**config.mk**
```make
export PLATFORM = sky130hd
export DESIGN_NAME = bresenham_line_drawer
export DESIGN_NICKNAME = d
export VERILOG_FILES = /design/src/rtl/bresenham_line_drawer.sv
export SDC_FILE = /design/constraint.sdc
export NUM_CORES = 1
export LEC_CHECK = 0
export BUFFER_PORTS_ARGS = -buffer_cell sky130_fd_sc_hd__buf_4
export CAP_MARGIN = 15
export CORE_ASPECT_RATIO = 1.25
export CORE_MARGIN = 4
export CORE_UTILIZATION = 62
export CTS_CLUSTER_SIZE = 25
export DETAILED_ROUTE_END_ITERATION = 6
export GPL_TIMING_DRIVEN = 0
export PLACE_DENSITY = 0.91
export SYNTH_ARGS = -nofsm -noshare
export SYNTH_HDL_FRONTEND = slang
export SYNTH_SLANG_ARGS = --single-unit
export TNS_END_PERCENT = 100
```
**constraint.sdc**
```tcl
create_clock -name i_clk -period 5.3 [get_ports i_clk]
set_input_delay 0.265 -clock i_clk [delete_from_list [all_inputs] [get_ports i_clk]]
set_output_delay 0.265 -clock i_clk [all_outputs]
set_load 0.01 [all_outputs]
```
**src/rtl/bresenham_line_drawer.sv**
```systemverilog
// rtl/bresenham_line_drawer.sv - integer Bresenham line rasterizer with valid/ready pixel stream
module bresenham_line_drawer #(
  parameter int COORD_W = 10
) (
  input  logic               i_clk,
  input  logic               i_n_rst,
  input  logic               i_draw_en,
  input  logic [COORD_W-1:0] i_x0,
  input  logic [COORD_W-1:0] i_y0,
  input  logic [COORD_W-1:0] i_x1,
  input  logic [COORD_W-1:0] i_y1,
  output logic [COORD_W-1:0] o_pixel_x,
  output logic [COORD_W-1:0] o_pixel_y,
  output logic               o_pixel_valid,
  input  logic               i_pixel_ready,
  output logic               o_draw_done,
  output logic               o_busy
);

  // Two extra bits: one for sign, one so that 2*err cannot overflow.
  localparam int ERR_W = COORD_W + 2;
  localparam logic [COORD_W-1:0] ONE = COORD_W'(1);

  typedef enum logic [2:0] {
    S_IDLE  = 3'd0,
    S_SETUP = 3'd1,
    S_PLOT  = 3'd2,
    S_DONE  = 3'd3,
    S_REARM = 3'd4
  } state_t;

  state_t                    r_state;
  logic [COORD_W-1:0]        r_x0, r_y0, r_x1, r_y1;
  logic [COORD_W-1:0]        r_x, r_y;
  logic signed [ERR_W-1:0]   r_dx, r_dy, r_err;
  logic                      r_sx, r_sy;
  logic                      r_valid, r_done, r_busy;

  logic [COORD_W-1:0]        w_abs_dx, w_abs_dy;
  logic signed [ERR_W-1:0]   w_dx, w_dy, w_e2, w_err_step;
  logic                      w_step_x, w_step_y, w_at_end, w_accept;

  // Setup terms from latched endpoints and the per-pixel step decision.
  always_comb begin
    w_abs_dx   = (r_x1 >= r_x0) ? (r_x1 - r_x0) : (r_x0 - r_x1);
    w_abs_dy   = (r_y1 >= r_y0) ? (r_y1 - r_y0) : (r_y0 - r_y1);
    w_dx       = $signed({2'b00, w_abs_dx});
    w_dy       = -$signed({2'b00, w_abs_dy});
    w_e2       = r_err <<< 1;
    w_step_x   = (w_e2 >= r_dy);
    w_step_y   = (w_e2 <= r_dx);
    // Both increments apply to the pre-step error and accumulate.
    w_err_step = r_err;
    if (w_step_x) w_err_step = w_err_step + r_dy;
    if (w_step_y) w_err_step = w_err_step + r_dx;
    w_at_end   = (r_x == r_x1) && (r_y == r_y1);
    w_accept   = r_valid & i_pixel_ready;
  end

  // Request handshake, setup, plotting and rearm sequencing.
  always_ff @(posedge i_clk or negedge i_n_rst) begin
    if (!i_n_rst) begin
      r_state <= S_IDLE;
      r_x0    <= '0;
      r_y0    <= '0;
      r_x1    <= '0;
      r_y1    <= '0;
      r_x     <= '0;
      r_y     <= '0;
      r_dx    <= '0;
      r_dy    <= '0;
      r_err   <= '0;
      r_sx    <= 1'b0;
      r_sy    <= 1'b0;
      r_valid <= 1'b0;
      r_done  <= 1'b0;
      r_busy  <= 1'b0;
    end else begin
      r_done <= 1'b0;
      case (r_state)
        S_IDLE: begin
          if (i_draw_en) begin
            r_x0    <= i_x0;
            r_y0    <= i_y0;
            r_x1    <= i_x1;
            r_y1    <= i_y1;
            r_busy  <= 1'b1;
            r_state <= S_SETUP;
          end
        end
        S_SETUP: begin
          if (!i_draw_en) begin
            r_busy  <= 1'b0;
            r_state <= S_IDLE;
          end else begin
            r_dx    <= w_dx;
            r_dy    <= w_dy;
            r_err   <= w_dx + w_dy;
            r_sx    <= (r_x0 < r_x1);
            r_sy    <= (r_y0 < r_y1);
            r_x     <= r_x0;
            r_y     <= r_y0;
            r_valid <= 1'b1;
            r_state <= S_PLOT;
          end
        end
        S_PLOT: begin
          if (!i_draw_en) begin
            r_valid <= 1'b0;
            r_busy  <= 1'b0;
            r_state <= S_IDLE;
          end else if (w_accept) begin
            if (w_at_end) begin
              r_valid <= 1'b0;
              r_done  <= 1'b1;
              r_state <= S_DONE;
            end else begin
              r_err <= w_err_step;
              if (w_step_x) r_x <= r_sx ? (r_x + ONE) : (r_x - ONE);
              if (w_step_y) r_y <= r_sy ? (r_y + ONE) : (r_y - ONE);
            end
          end
        end
        S_DONE: begin
          r_busy  <= 1'b0;
          r_state <= S_REARM;
        end
        S_REARM: begin
          if (!i_draw_en) r_state <= S_IDLE;
        end
        default: begin
          r_valid <= 1'b0;
          r_busy  <= 1'b0;
          r_state <= S_IDLE;
        end
      endcase
    end
  end

  assign o_pixel_x     = r_x;
  assign o_pixel_y     = r_y;
  assign o_pixel_valid = r_valid;
  assign o_draw_done   = r_done;
  assign o_busy        = r_busy;

endmodule

```
### Word level (Yosys, flattened, before mapping)

Cells that the tools add are included.

* bitwise operators: 3
* $lt $le $gt $ge: 6
* eq/ne operators: 17
* muxes and demuxes: 41
* reductions and logical operators: 13
* add/subtract/negate cells: 12

Operator list (count)
* 2-to-1 mux 10 bit: 14
* 2-to-1 mux 12 bit: 6
* case mux 10 bit (2 select lines): 2
* subtractor 10 bit: 4
* case mux 12 bit (2 select lines): 1
* adder 10 x 1 -> 10 bit, second input constant: 2
* equality test 10 bit: 2
* greater-or-equal comparator 10 bit: 2
* less-than comparator 10 bit: 2
* subtractor 10 x 1 -> 10 bit, second input constant: 2
* inequality test 2 bit, second input constant: 9
* 2-to-1 mux 3 bit: 5
* case mux 3 bit (5 select lines): 1
* adder 11 x 12 -> 12 bit: 1
* adder 12 x 11 -> 12 bit: 1
* adder 12 bit: 1
* greater-or-equal comparator 12 bit: 1
* less-or-equal comparator 12 x 11 -> 1 bit: 1
* negation 10 -> 12 bit: 1
* AND reduction 6 bit: 2
* 2-to-1 mux 1 bit: 9
* AND reduction 4 bit: 2
* equality test 3 x 2 -> 1 bit, second input constant: 2
* inequality test 3 bit, second input constant: 2
* other kinds (14): 17

* word-level logic and storage cells: 107
* output and inout port bits: 23
* register bits: 102

### Depth between registers and ports, before layout

* depth in word-level cells: 8
* mapped depth: 27

### Worst setup path after synthesis

No wires, ideal clock.

* path kind: register to register
* start point: reg r_dy[1]
* end point: reg r_err[10]
* data arrival time: 4.554 ns
* setup time: 0.132 ns
* data required time: 5.168 ns
* stages on the path, launching flop included: 27
* path slack: 0.615 ns
* cell sequence: dfrtp_1 > inv_1 > ha_1 > nor2b_1 > o21a_1 > o21a_1 > o21a_1 > o21a_1 > o21a_1 > o2111ai_1 > a41o_1 > clkbuf_1 > mux2_2 > ha_1 > fa_1 > a21oi_1 > nor2_1 > nor2_1 > o21bai_1 > a21oi_1 > o21bai_1 > a21oi_1 > o21ai_0 > nand3b_1 > a21oi_1 > nor3_1 > o21ai_1

* word-level cells in the longest chain between the ends: 8
* elaborated cells between the ends (all ways): 9
* classes of those cells: add/sub: 2; order compare: 1; mux: 6

RTL lines
* start, declared: RTL line 35 `logic signed [ERR_W-1:0] r_dx, r_dy, r_err;`
* start signal, assigned: RTL line 97 `r_dy <= w_dy;`
* adder 12 bit or greater-or-equal comparator 12 bit (tied branches): RTL line 54, 50
* 2-to-1 mux 12 bit *: RTL line 54 `if (w_step_x) w_err_step = w_err_step + r_dy;`
* adder 12 x 11 -> 12 bit: RTL line 55 `if (w_step_y) w_err_step = w_err_step + r_dx;`
* 2-to-1 mux 12 bit *: RTL line 55
* 2-to-1 mux 12 bit *: RTL line 113 `if (w_at_end) begin`
* 2-to-1 mux 12 bit *: RTL line 112 `end else if (w_accept) begin`
* 2-to-1 mux 12 bit *: RTL line 108 `if (!i_draw_en) begin`
* case mux 12 bit (2 select lines) *: RTL line 80 `case (r_state)`
* end signal, assigned: RTL line 98 `r_err <= w_dx + w_dy;`
* end signal, assigned: RTL line 118 `r_err <= w_err_step;`
* end, declared: RTL line 35

Mark *: on every way between the ends. The rest lies on a longest branch, timed or not. The select of a mux whose other input is x is not followed.
A chain may end at the register's enable or synchronous reset.

### Worst setup path in the final report

* start point: reg r_err[0]
* end point: reg r_err[9]

* word-level cells in the longest chain between the ends: 8
* elaborated cells between the ends (all ways): 10
* classes of those cells: add/sub: 2; order compare: 2; mux: 6

RTL lines (RTL line)
* adder 12 bit or greater-or-equal comparator 12 bit (tied branches): 54, 50
* 2-to-1 mux 12 bit: 54
* adder 12 x 11 -> 12 bit: 55
* 2-to-1 mux 12 bit *: 55
* 2-to-1 mux 12 bit *: 113
* 2-to-1 mux 12 bit *: 112
* 2-to-1 mux 12 bit *: 108
* case mux 12 bit (2 select lines) *: 80

Marked as above.

==> impl_metrics.ini <==
[clocking]
cts_max_path_buffers = 2
cts_buffers = 9
ctsHtreeMaxLevel = 3
clkTransAtPathRegs_ns = 0.07
cts_tree = built
clk-insertion-delay-late_ns = 0.36
cts_sinks = 101
root_buffer = clkbuf_16

[worst_setup_path]
critPathMaxFanout = 5
r2r-start = r_err[0]
crit_required_ns = 5.52
crit_slowest_cell = dfrtp_1
startpoint = r_err[0]
path_cells = ha_1 > nor2b_1 > o21a_1 > o21a_1 > o21a_1 > o21a_1 > o21a_1 > o2111ai_1 > a41o_2 > buf_4 > mux2_2 > ha_1 > a21o_1 > a21oi_1 > o21bai_1 > a21oi_1 > o21bai_1 > a21oi_2 > o21ai_0 > xnor2_1 > nor2_1 > a311oi_1 > o31a_1 > o21ai_1
crit_arrival_ns = 5.17
start_kind = flop
ff2ff_path_depth = 24
path_class = reg2reg
cpPeakStageDelay_ns = 0.44
cpMostUsedCell = o21a_1
cp-end-kind = flop

[global_route]
grt_use_total = 0.308
grt_max_degree = 55
grt_pass1_vias = 8248
overflow = 0
antenna_found_initial = 1
grt_first_pass_wirelength_um = 39800

[final_layout]
drive_above_1_share = 0.127
diodes = 0
layout.nets = 1265
area_growth_pct = 12.6
finalInstanceArea_um2 = 9870

[yosys]
yosys_warnings = 0
synthAdderAreaFrac = 0.174
synth_top_family_by_area = compound AO/OA/AOI/OAI gates
synth_area_um2 = 8760
synth_mux_area_frac = 0.0408
synthCells = 1023
syn-num-nets = 1182
synth-compound-area-share = 0.219
avgSynthCellArea_um2 = 8.57
synth-seq-cells = 101
synth-simple-area-share = 0.121
yosysSeqAreaShare = 0.288
yosysUniqueCellTypes = 72
synth-xor-area-share = 0.0927
synth-edff-count = 0
dominantRegCellSynth = dfrtp_1
synth-async-reset-ratio = 1.00

[timing]
worst_pin_slew_ns = 1.19
max-slew-margin-rel = 0.205
finalCritPeriodShare = 0.933
setup_ws_ns = 0.355
rsz0062_at_grt = false
skew_ns = 0.00933
final_max_slew_viol_count = 0
fmax_mhz = 202
setup_tns_ns = 0
period_needed_ns = 4.94
setup_violations = 0
hold_viol_final = 0
holdWs_ns = 0.107

[placed_design]
dp_hpwl_um = 18500
io_buffers = 66
pre_cts_ws_ns = -0.0977
dpl_cell_area_um2 = 9500
place.gp.congestion = 0.952

[drt]
post_drt_via_cell_ratio = 6.17
num_vias = 7936
drt-total-wl_um = 23900
ant_nets = 0
firstDrtPassIters = 5
drt_iter0_drc = 665
routedWlPerCell_um = 18.6
drc_errors = 0

[status]
status = finished, final reports clean

[floorplan]
fp-row-count = 48
die-area_um2 = 16100
die_w_um = 114
initial_utilization = 0.634
io_pins = 67
die_height_um = 141
fp.coreArea_um2 = 13800

[run]
drv_cap = 0

[hold_path]
hp-class = in2reg
hp-start = i_x0[9]
whs_path_depth = 3
logic make-up (layout without fill, tap and decap cells):
group                    count (synthesis)  after routing
AND/OR/NAND/NOR                        229            229
buffers and inverters                  142            230
XOR/XNOR                                88             88
multiplexers                            34             34
adder cells (fa/ha/maj)                117            117
AO/OA/AOI/OAI                          312            312
flip-flops                             101            101
critical path: cells and delay by family, from the launching register on:
family	cells	cell delay, ns
AO/OA/AOI/OAI	17	2.98
XOR/XNOR	1	0.15
adder cells (fa/ha/maj)	2	0.57
buffers and inverters	1	0.13
flip-flops	1	0.44
multiplexers	1	0.36
AND/OR/NAND/NOR	2	0.18
worst paths after layout:
check	to	slack (ns)
setup / recovery	r_err[9]	0.36
hold reg to reg	o_busy	0.52
hold / removal	r_x0[9]	0.11
setup reg to reg	r_err[9]	0.36
min in group asynchronous	r_y0[5]	0.49
max in group asynchronous	r_x0[7]	4.11
flip-flops by register name (all words and copies together) (netlist names):
| signal | count |
|---|---|
| r_x1 | 10 |
| o_pixel_x | 10 |
| o_draw_done | 1 |
| r_state | 3 |
| r_sx | 1 |
| r_dx | 10 |
| r_dy | 12 |
| o_busy | 1 |
| r_err | 11 |
| o_pixel_valid | 1 |
| r_x0 | 10 |
| r_sy | 1 |
| r_y0 | 10 |
| r_y1 | 10 |
| o_pixel_y | 10 |
cells in the final DEF, fill, tap and decap left out, types with 4 or more instances in the layout:
master and count:
o22ai_1 4, mux2i_1 20, a21oi_2 5, o31ai_1 6, clkbuf_16 9, dfrtp_1 101, fa_1 9, a21o_1 15
xor2_1 30, ha_1 106, o21ai_1 4, o21ai_0 95, buf_2 6, a21oi_1 93, a31oi_1 6, o21a_1 14
nand2_1 97, o21bai_1 25, xnor2_1 54, nand4_1 6, nor3_1 10, a211oi_1 7, nor2_1 59, nand2b_1 11
nand3b_1 4, mux2_2 13, inv_1 104, clkbuf_1 30, buf_4 71, nor2b_1 7, nand3_1 12, o211ai_1 4
cell usage after synthesis (all sizes together), types with 2 or more instances:
library cell  number  area (um^2)
a21oi             98          498
inv              104          390
nand4              6         37.5
a21boi             3         22.5
or2                3         18.8
o21ai             99          495
and3               3         18.8
mux2              14          158
o21bai            25          188
o2111ai            3         26.3
nand2b            11         68.8
and4               3         27.5
a31oi              7         50.1
dfrtp            101         2530
nand3b             4         30.0
clkbuf            30          113
xor2              31          279
ha               106         1330
o31a               2         17.5
mux2i             20          200
o31ai              7         57.6
a211o              3         26.3
nor3              12         76.3
nor2b              7         43.8
a311oi             3         26.3
a211oi            10         90.1
nor2              61          231
o21a              14          105
maj3               2         21.3
o22ai              4         25.0
nand2             99          382
a22oi              3         22.5
xnor2             57          533
o2111a             2         31.3
a21o              17          130
nand3             13         70.1
a32o               2         20.0
nor4               3         18.8
buf                8         52.6
fa                 9          180
o211ai             5         42.5
layout make-up:
| class | instances | area [um^2] |
|---|---|---|
| timing repair buffer | 73 | 571 |
| clock buffer | 11 | 243 |
| tap | 175 | 219 |
| multi-input combinational | 780 | 5690 |
| sequential | 101 | 2530 |
| clock inverter | 5 | 60.1 |
| buffer | 37 | 161 |
| fill | 999 | 3950 |
| inverter | 104 | 390 |
timing repair:
action	4_1_cts	5_1_grt
pin swaps	0	1
setup endpoints to repair	1	3
endpoints found under the hold margin	47	0
resized for setup	0	5
hold buffers	1	0
gates cloned	0	0
setup buffers	0	5
metal layers:
layer	GRT usage	routed length [um]	vias up
li1	-	-	3697
met1	0.371	9130	3752
met2	0.519	11800	377
met3	0.0507	1530	108
met4	0.171	1380	2
met5	0	19	-
metrics by stage:
step / utilization / std cells
6_report: 0.714 / 1286
5_1_grt: 0.714 / 1286
4_1_cts: 0.710 / 1281
3_5_place_dp: 0.688 / 1265
3_3_place_gp: 0.686 / 1264
2_1_floorplan: - / 1023
Power is left out: the tool's default activity adds up to more than one toggle a clock period on the data nets, which glitch-free logic cannot reach.
